===== src/rtl/vid_console_sched.sv =====
// vid_console_sched: schedules CPU and teletype writes onto the video port.
// Optional drawn cursor: define VIDCON_CURSOR_EN.
module vid_console_sched #(
    parameter int          COLS        = 100,
    parameter int          ROWS        = 50,
    parameter int          SYM_BASE    = 1024,
    parameter logic [15:0] BLANK_CODE  = 16'h0020
`ifdef VIDCON_CURSOR_EN
    ,
    parameter logic [15:0] CURSOR_CODE = 16'h005F
`endif
) (
    input  logic        clk,
    input  logic        reset_n,
    input  logic        cpu_req,
    input  logic [12:0] cpu_addr,
    input  logic [31:0] cpu_value,
    output logic        cpu_ack,
    input  logic        tty_valid,
    input  logic [7:0]  tty_char,
    output logic        tty_ready,
    input  logic        clr_start,
    output logic        busy,
    output logic [6:0]  cur_col,
    output logic [5:0]  cur_row,
    output logic        vid_write,
    output logic [12:0] vid_addr,
    output logic [31:0] vid_value
);

    typedef enum logic [2:0] {
        IDLE, PUT, BS_WR, CLR_ROW, CLR_ALL
`ifdef VIDCON_CURSOR_EN
        , ERASE_CUR, DRAW_CUR
`endif
    } state_t;

`ifdef VIDCON_CURSOR_EN
    localparam state_t DONE = DRAW_CUR;
    typedef enum logic [1:0] {OP_CR, OP_LF, OP_BS} op_t;
    op_t op, op_d;
`else
    localparam state_t DONE = IDLE;
`endif

    state_t      state, state_d;
    logic [6:0]  col, col_d;
    logic [5:0]  row, row_d, row_nx;
    logic [12:0] base, base_d, base_nx;
    logic [12:0] cnt, cnt_d;
    logic [7:0]  chr, chr_d;
    logic        eng_req, eng_go, use_cnt;
    logic        cpu_grant, last_row;
    logic [15:0] eng_sym;
    logic [12:0] eng_addr;

    assign cpu_grant = cpu_req && !cpu_ack;
    assign eng_go    = eng_req && !cpu_grant;
    assign last_row  = (row == 6'(ROWS - 1));
    assign row_nx    = last_row ? '0 : row + 6'd1;
    assign base_nx   = last_row ? '0 : base + 13'(COLS);
    assign eng_addr  = 13'(SYM_BASE) + base + (use_cnt ? cnt : {6'd0, col});
    assign busy      = (state != IDLE);
    assign tty_ready = reset_n && (state == IDLE) && !clr_start;
    assign cur_col   = col;
    assign cur_row   = row;

    // Engine next-state, cursor update and write request.
    always_comb begin
        state_d = state;
        col_d   = col;
        row_d   = row;
        base_d  = base;
        cnt_d   = cnt;
        chr_d   = chr;
        eng_req = 1'b0;
        eng_sym = BLANK_CODE;
        use_cnt = 1'b0;
`ifdef VIDCON_CURSOR_EN
        op_d    = op;
`endif
        case (state)
            IDLE: begin
                if (clr_start || (tty_valid && tty_char == 8'h0C)) begin
                    state_d = CLR_ALL;
                    col_d   = '0;
                    row_d   = '0;
                    base_d  = '0;
                    cnt_d   = '0;
                end else if (tty_valid) begin
                    chr_d = tty_char;
                    case (tty_char)
`ifdef VIDCON_CURSOR_EN
                        8'h0D: begin
                            state_d = ERASE_CUR;
                            op_d    = OP_CR;
                        end
                        8'h0A: begin
                            state_d = ERASE_CUR;
                            op_d    = OP_LF;
                        end
                        8'h08: begin
                            if (col != '0) begin
                                state_d = ERASE_CUR;
                                op_d    = OP_BS;
                            end
                        end
`else
                        8'h0D: col_d = '0;
                        8'h0A: begin
                            col_d   = '0;
                            row_d   = row_nx;
                            base_d  = base_nx;
                            cnt_d   = '0;
                            state_d = CLR_ROW;
                        end
                        8'h08: begin
                            if (col != '0) begin
                                col_d   = col - 7'd1;
                                state_d = BS_WR;
                            end
                        end
`endif
                        default: state_d = PUT;
                    endcase
                end
            end
            PUT: begin
                eng_req = 1'b1;
                eng_sym = {8'd0, chr};
                if (eng_go) begin
                    if (col < 7'(COLS - 1)) begin
                        col_d   = col + 7'd1;
                        state_d = DONE;
                    end else begin
                        col_d   = '0;
                        row_d   = row_nx;
                        base_d  = base_nx;
                        cnt_d   = '0;
                        state_d = CLR_ROW;
                    end
                end
            end
            BS_WR: begin
                eng_req = 1'b1;
                if (eng_go) state_d = DONE;
            end
            CLR_ROW: begin
                eng_req = 1'b1;
                use_cnt = 1'b1;
                if (eng_go) begin
                    if (cnt == 13'(COLS - 1)) state_d = DONE;
                    else cnt_d = cnt + 13'd1;
                end
            end
            CLR_ALL: begin
                eng_req = 1'b1;
                use_cnt = 1'b1;
                if (eng_go) begin
                    if (cnt == 13'(ROWS * COLS - 1)) state_d = DONE;
                    else cnt_d = cnt + 13'd1;
                end
            end
`ifdef VIDCON_CURSOR_EN
            ERASE_CUR: begin
                eng_req = 1'b1;
                if (eng_go) begin
                    case (op)
                        OP_LF: begin
                            col_d   = '0;
                            row_d   = row_nx;
                            base_d  = base_nx;
                            cnt_d   = '0;
                            state_d = CLR_ROW;
                        end
                        OP_BS: begin
                            col_d   = col - 7'd1;
                            state_d = BS_WR;
                        end
                        default: begin
                            col_d   = '0;
                            state_d = DRAW_CUR;
                        end
                    endcase
                end
            end
            DRAW_CUR: begin
                eng_req = 1'b1;
                eng_sym = CURSOR_CODE;
                if (eng_go) state_d = IDLE;
            end
`endif
            default: state_d = IDLE;
        endcase
    end

    // Engine state, cursor position and clear counter registers.
    always_ff @(posedge clk or negedge reset_n) begin
        if (!reset_n) begin
            state <= IDLE;
            col   <= '0;
            row   <= '0;
            base  <= '0;
            cnt   <= '0;
            chr   <= '0;
`ifdef VIDCON_CURSOR_EN
            op    <= OP_CR;
`endif
        end else begin
            state <= state_d;
            col   <= col_d;
            row   <= row_d;
            base  <= base_d;
            cnt   <= cnt_d;
            chr   <= chr_d;
`ifdef VIDCON_CURSOR_EN
            op    <= op_d;
`endif
        end
    end

    // Registered video write port; the CPU wins any contended cycle.
    always_ff @(posedge clk or negedge reset_n) begin
        if (!reset_n) begin
            cpu_ack   <= 1'b0;
            vid_write <= 1'b0;
            vid_addr  <= '0;
            vid_value <= '0;
        end else begin
            cpu_ack   <= cpu_grant;
            vid_write <= cpu_grant || eng_req;
            if (cpu_grant) begin
                vid_addr  <= cpu_addr;
                vid_value <= cpu_value;
            end else if (eng_req) begin
                vid_addr  <= eng_addr;
                vid_value <= {16'd0, eng_sym};
            end
        end
    end

endmodule


===== config.mk =====
export PLATFORM = sky130hd
export DESIGN_NAME = vid_console_sched
export DESIGN_NICKNAME = d
export VERILOG_FILES = /design/src/rtl/vid_console_sched.sv
export SDC_FILE = /design/constraint.sdc
export NUM_CORES = 1
export LEC_CHECK = 0
export ABC_AREA = 1
export CORE_MARGIN = 2
export CORE_UTILIZATION = 45
export DETAILED_ROUTE_END_ITERATION = 8
export GPL_TIMING_DRIVEN = 0
export PLACE_DENSITY = 0.75
export SLEW_MARGIN = 10
export SYNTH_ARGS = -nofsm -noshare
export SYNTH_HDL_FRONTEND = slang
export SYNTH_SLANG_ARGS = --single-unit

===== constraint.sdc =====
create_clock -name clk -period 7.63 [get_ports clk]
set_input_delay 1.526 -clock clk [delete_from_list [all_inputs] [get_ports clk]]
set_output_delay 1.526 -clock clk [all_outputs]
set_load 0.02 [all_outputs]

==> metrics.txt, run 1 <==
Row Count between 40 and 50; die area 14900 um2; Worst path slowest cell clkdlybuf4s50_1; clock slew at reported path FFs 0.07 ns; vias per cell slightly above 5; Final min period 4.65 ns; Routed Antenna Nets 0; initial drt markers ~390; CP Buf/Inv Count 3; Arrival @ worst endpoint between 3 and 4 ns; relative slew slack around two thirds; Pins Over Slew Limit 0; later-pin clock latency in the skew report roughly 0.36 ns; routed len/inst around 14 um; Crit Path Class in2out; Synthesized Nets approximately 940; H-tree depth 3; Total GRT Usage between 20% and 30%; num ports 120; CP max stage delay 0.61 ns; Yosys Warn Count 0; HPWL after detailed placement between 10 and 15 mm; kind of end point of the critical path output pin; PD cells 286 nW/um2; area grow syn2layout 27.5%; Root Buffer clkbuf_16; crit-path max FO 60; Max IR drop VDD between 0.1 and 0.15 mV; pin count of the biggest net entering global routing 61; Synth cell types 38; critical path required time ~6 ns; Peak Freq 215 MHz; setup ws final roughly 3.0 ns; CP Cell Sequence buf_4 -> buf_16 -> nand2_1 -> nor2_1 -> clkdlybuf4s50_1; clock sinks 97; Final Skew 0.0112 ns; first-pass GRT wire length ~26 mm; hold_buf cts 0; measured slew at the worst slew-check pin between 0.5 and 0.6 ns; core area about 14000 um2; Final Wtd Congestion approximately 0.91; worst slack, placed around 2.9 ns; CTS tree done; Detailed Routing Iterations Pass 1 5; final hold violations 0; Area contributors post-synth dfrtp_1, nand2_1, nand3_1; RSZ-0062 raised after global routing false; Initial Utilization 45.5%; Finish-stage setup viols 0; Final Net Count between 1000 and 1500; Synth Register Bits between 90 and 100; wirelength, routed about 16 mm; gr ovfl total 0; antenna violations before repair 0; Clock Path Buffers 2; Synth area leader dfrtp_1; die width 122 um; CP top delay family buffers and inverters; most numerous cell in the Yosys netlist nand2_1; post-synthesis sequential area ratio 38.7%; Max Cap Violations 0; DRC violations left 0; antenna diode count 0; Synth Instances roughly 850; outcome finished, final reports clean; DR vias just under 6000; leakage power 4.00 nW; die extent in y approximately 120 um; share of cells above drive strength 1 between 7 and 8%; syn avg cell area between 7 and 8 um2; synthesized area ~6300 um2; Yosys top cell area share 38.7%; Post-synth EDFFs 0; FFs w/ async S/R, synth 100%; Most used DFF post-synth dfrtp_1; Final Cycle Share 60.9%; setup bufs post-CTS 0; top post-synthesis cells by count nand2_1, dfrtp_1, nand3_1, nor2_1, inv_1; worst hold path class reg2reg; post_cts resized 0; vias in the first global route 5460; Layout Utilization just under 60%; Worst setup SP type input pin; I/O Buffers between 100 and 150; CTS Buf Count 9
==> final timing paths <==
check	start	end	slack (ns)	depth (start not counted)
worst max-delay path	reset_n	tty_ready	2.98	5
worst min-delay path	chr[7]	chr[7]	0.48	2
worst max register to register	state[0]	vid_addr[9]	4.30	18
worst min register to register	chr[7]	chr[7]	0.48	2
max in group asynchronous	reset_n	cnt[1]	5.84	2
min in group asynchronous	reset_n	cur_col[2]	1.13	1
==> per-layer routing <==
metal / up-vias / GRT usage, % / part of all wire [%]
li1: 3029 / - / -
met2: 122 / 36.5 / 46
met5: - / 0 / 0
met3: 22 / 2.72 / 4.0
met4: 0 / 9.34 / 2.6
met1: 2753 / 29.8 / 47
==> kinds of logic (layout without fill, tap and decap cells) <==
logic type | after synthesis | in the layout | synth area share (%)
fa+ha+maj | 31 | 31 | 6.30
compound gates | 104 | 104 | 10.6
flops | 97 | 97 | 38.7
xor+xnor | 17 | 17 | 2.37
simple gates | 490 | 490 | 34.5
buf+inv | 108 | 244 | 7.56
==> layout by cell type (no fill, tap or decap), drive strengths merged, types with 4 or more instances in the layout <==
| master | n |
|---|---|
| dfrtp | 97 |
| ha | 30 |
| clkbuf | 20 |
| nand2 | 274 |
| o21ai | 33 |
| nor2 | 89 |
| nand4 | 10 |
| a21oi | 33 |
| clkdlybuf4s50 | 118 |
| o21bai | 4 |
| buf | 19 |
| xor2 | 14 |
| nand3 | 99 |
| nor3 | 10 |
| inv | 84 |
| a22o | 25 |
==> flip-flops by register name, indices dropped and copies added, names as in the netlist <==
signal / count
vid_addr: 13
chr: 8
cur_row: 6
vid_write: 1
cur_col: 7
state: 3
base: 13
vid_value: 32
cnt: 13
cpu_ack: 1
==> worst register-to-register path, delay by kind of cell (launching register included) <==
kind | cells | cell delay (ns)
buffers and inverters | 4 | 0.68
xor gates and xnor gates | 1 | 0.18
adders and majority gates | 3 | 0.92
DFF | 1 | 0.36
and+or+nand+nor | 9 | 0.94
AOI/OAI and AO/OA | 1 | 0.21
==> power breakdown <==
part / internal (mW) / switching (mW)
registers: 0.645 / 0.102
logic: 0.445 / 0.645
clock network: 0.229 / 0.219
==> final cells by class <==
type	instances	area, um2
Clock buffer	10	229
Buffer	27	170
Multi-Input combinational cell	642	3370
Clock inverter	6	57.6
Sequential cell	97	2430
Timing Repair Buffer	120	1220
Tap cell	180	225
Inverter	81	304
Fill cell	1313	5770
==> metrics by stage <==
step	std cells	hold WS (ns)	TNS, ns	power, mW	instance area, um2
floorplan	847	0.443	0	1.44	6270
global placement	1146	0.456	-0.184	1.83	7690
detailed placement	1147	0.467	0	1.85	7710
CTS	1163	0.486	0	2.31	8000
global route	1163	0.502	0	2.44	8000
finish	1163	0.484	0	2.29	8000
Note: power is estimated with default switching activity, not from simulation.
==> inputs of run 2 (changes only) <==
--- a/config.mk
+++ b/config.mk
@@ -10,7 +10,7 @@
 export CORE_UTILIZATION = 45
 export DETAILED_ROUTE_END_ITERATION = 8
 export GPL_TIMING_DRIVEN = 0
-export PLACE_DENSITY = 0.75
+export PLACE_DENSITY = 0.77
 export SLEW_MARGIN = 10
 export SYNTH_ARGS = -nofsm -noshare
 export SYNTH_HDL_FRONTEND = slang
==> constraint.sdc (replaced) <==
create_clock -name clk -period 3.8 [get_ports clk]
set_input_delay 0.76 -clock clk [delete_from_list [all_inputs] [get_ports clk]]
set_output_delay 0.76 -clock clk [all_outputs]
set_load 0.02 [all_outputs]
==> run 2 against run 1 <==
  * Clock skew fell by 0.0017 ns
  * Sequential share of layout area about the same
  * Global-route usage rose by 0.27 points
  * Largest cell class unchanged
  * Highest routed layer unchanged
==> metrics.txt, run 2 (same netlist as run 1, synthesis figures left out) <==
outcome finished, final reports clean; pin count of the biggest net entering global routing 59; Pins Over Slew Limit 0; met3 usage 3.32%; Peak Freq roughly 300 MHz; DRC violations left 0; die area ~15000 um2; vias in the first global route roughly 5600; Routed Antenna Nets 0; Finish-stage setup viols 0; CTS Buf Count 9; gr ovfl total 0; setup bufs post-CTS 0; DR vias around 6000; Final Wtd Congestion 0.922; most frequent cells in the layout nand2_1, clkdlybuf4s50_1, dfrtp_1; relative slew slack between 60% and 70%; num ports 120; Worst setup SP type register; antenna diode count 0; Clock Path Buffers 2; measured slew at the worst slew-check pin 0.551 ns; Final Cycle Share roughly 90%; crit-path max FO 10; later-pin clock latency in the skew report 0.36 ns; I/O Buffers 119; PD cells between 500 and 600 nW/um2; worst slack, placed 0.561 ns; Layout Utilization roughly three fifths; post_cts resized 0; RSZ-0062 raised after global routing false; Total GRT Usage a little under a quarter; Initial Utilization roughly 46%; first-pass GRT wire length approximately 27 mm; clock slew at reported path FFs roughly 0.080 ns; vias per cell a little over 5; commonest non-fill, non-tap cell in the layout nand2_1; initial drt markers 340; Arrival @ worst endpoint 3.64 ns; final hold violations 0; Design Area, Final ~8000 um2; critical path required time 4.10 ns; CP Buf/Inv Count 4; HPWL after detailed placement 12.3 mm; max reg flops 32; leakage power between 4 and 5 nW; Max IR drop VDD between 0.3 and 0.4 mV; die extent in y between 100 and 150 um; worst hold path class in2async; H-tree depth 3; core area around 14000 um2; wirelength, routed 16.2 mm; met2 usage between 30% and 40%; Final Net Count roughly 1100; Worst path slowest cell fa_1; Final min period between 3 and 4 ns; Row Count 43; Final Skew ~0.0095 ns; Max Cap Violations 0; CP Cell Sequence buf_4 -> nor2_1 -> nand2_1 -> nand2_4 -> clkbuf_1 -> o21ai_0 -> ha_1 -> ha_1 -> inv_1 -> fa_1 -> inv_1 -> nand3_1 -> nand2_1 -> nand3_1 -> nand2_1 -> xor2_1 -> nand2_1 -> nand3_1; clock sinks between 90 and 100; Crit Path Class reg2reg; kind of end point of the critical path register; routed len/inst 13.9 um; CP top delay family adder cells; Root Buffer clkbuf_16; area grow syn2layout 27.7%; total power between 4 and 5 mW; largest reg by FF count vid_value; grt met1 use between 30% and 40%; CTS tree done; GR peak layer met2; die width 122 um; CP dominant cell by count nand2_1; CP max stage delay about 0.40 ns; Placed Instance Area slightly below 8000 um2; setup ws final 0.465 ns; antenna violations before repair 0; share of cells above drive strength 1 roughly 7.3%; Detailed Routing Iterations Pass 1 5; hold_buf cts 0
run 2: cell types whose count changed in the layout (fill, tap and decap cells not counted):
| cell | change |
|---|---|
| clkinvlp_4 | +1 |
| clkinv_4 | -2 |
| inv_6 | +1 |
| clkbuf_8 | +1 |
| clkbuf_1 | -1 |
run 2: worst paths after layout:
kind	from	endpoint	slack, ns	cells after the start
min in group clk	chr[7]	chr[7]	0.48	2
max reg2reg	state[0]	vid_addr[9]	0.47	18
max	state[0]	vid_addr[9]	0.47	18
min	reset_n	cur_col[2]	0.38	1
max in group asynchronous	reset_n	vid_addr[7]	2.74	2
min reg2reg	chr[7]	chr[7]	0.48	2
run 2: stage by stage:
step / TNS [ns] / hold slack (ns) / instances
final: 0 / 0.381 / 1163
after global routing: 0 / 0.434 / 1163
after CTS: 0 / 0.398 / 1163
after detailed placement: 0 / 0.462 / 1147
after global placement: -176.26 / 0.457 / 1146
after floorplan: 0 / 0.443 / 847
run 2: power breakdown:
group          internal (mW)  switching (mW)  leakage [nW]
clock                  0.478           0.444         0.144
sequential              1.30           0.207          1.26
combinational          0.896            1.31          2.60
total                   2.67            1.96          4.01
run 2: routing by layer:
| metal | part of all wire, % | vias to the layer above | wire [um] |
|---|---|---|---|
| met5 | 0 | - | 0 |
| met4 | 3.0 | 0 | 478 |
| met3 | 4.4 | 32 | 712 |
| met2 | 45 | 150 | 7320 |
| met1 | 47 | 2785 | 7680 |
| li1 | - | 3031 | - |
run 2: layout make-up:
cell class | instances | area [um2]
fill | 1295 | 5760
multi-input combinational | 642 | 3370
sequential | 97 | 2430
timing repair buffer | 120 | 1220
inverter | 81 | 304
clock buffer | 10 | 239
tap | 180 | 225
buffer | 27 | 170
clock inverter | 6 | 56.3
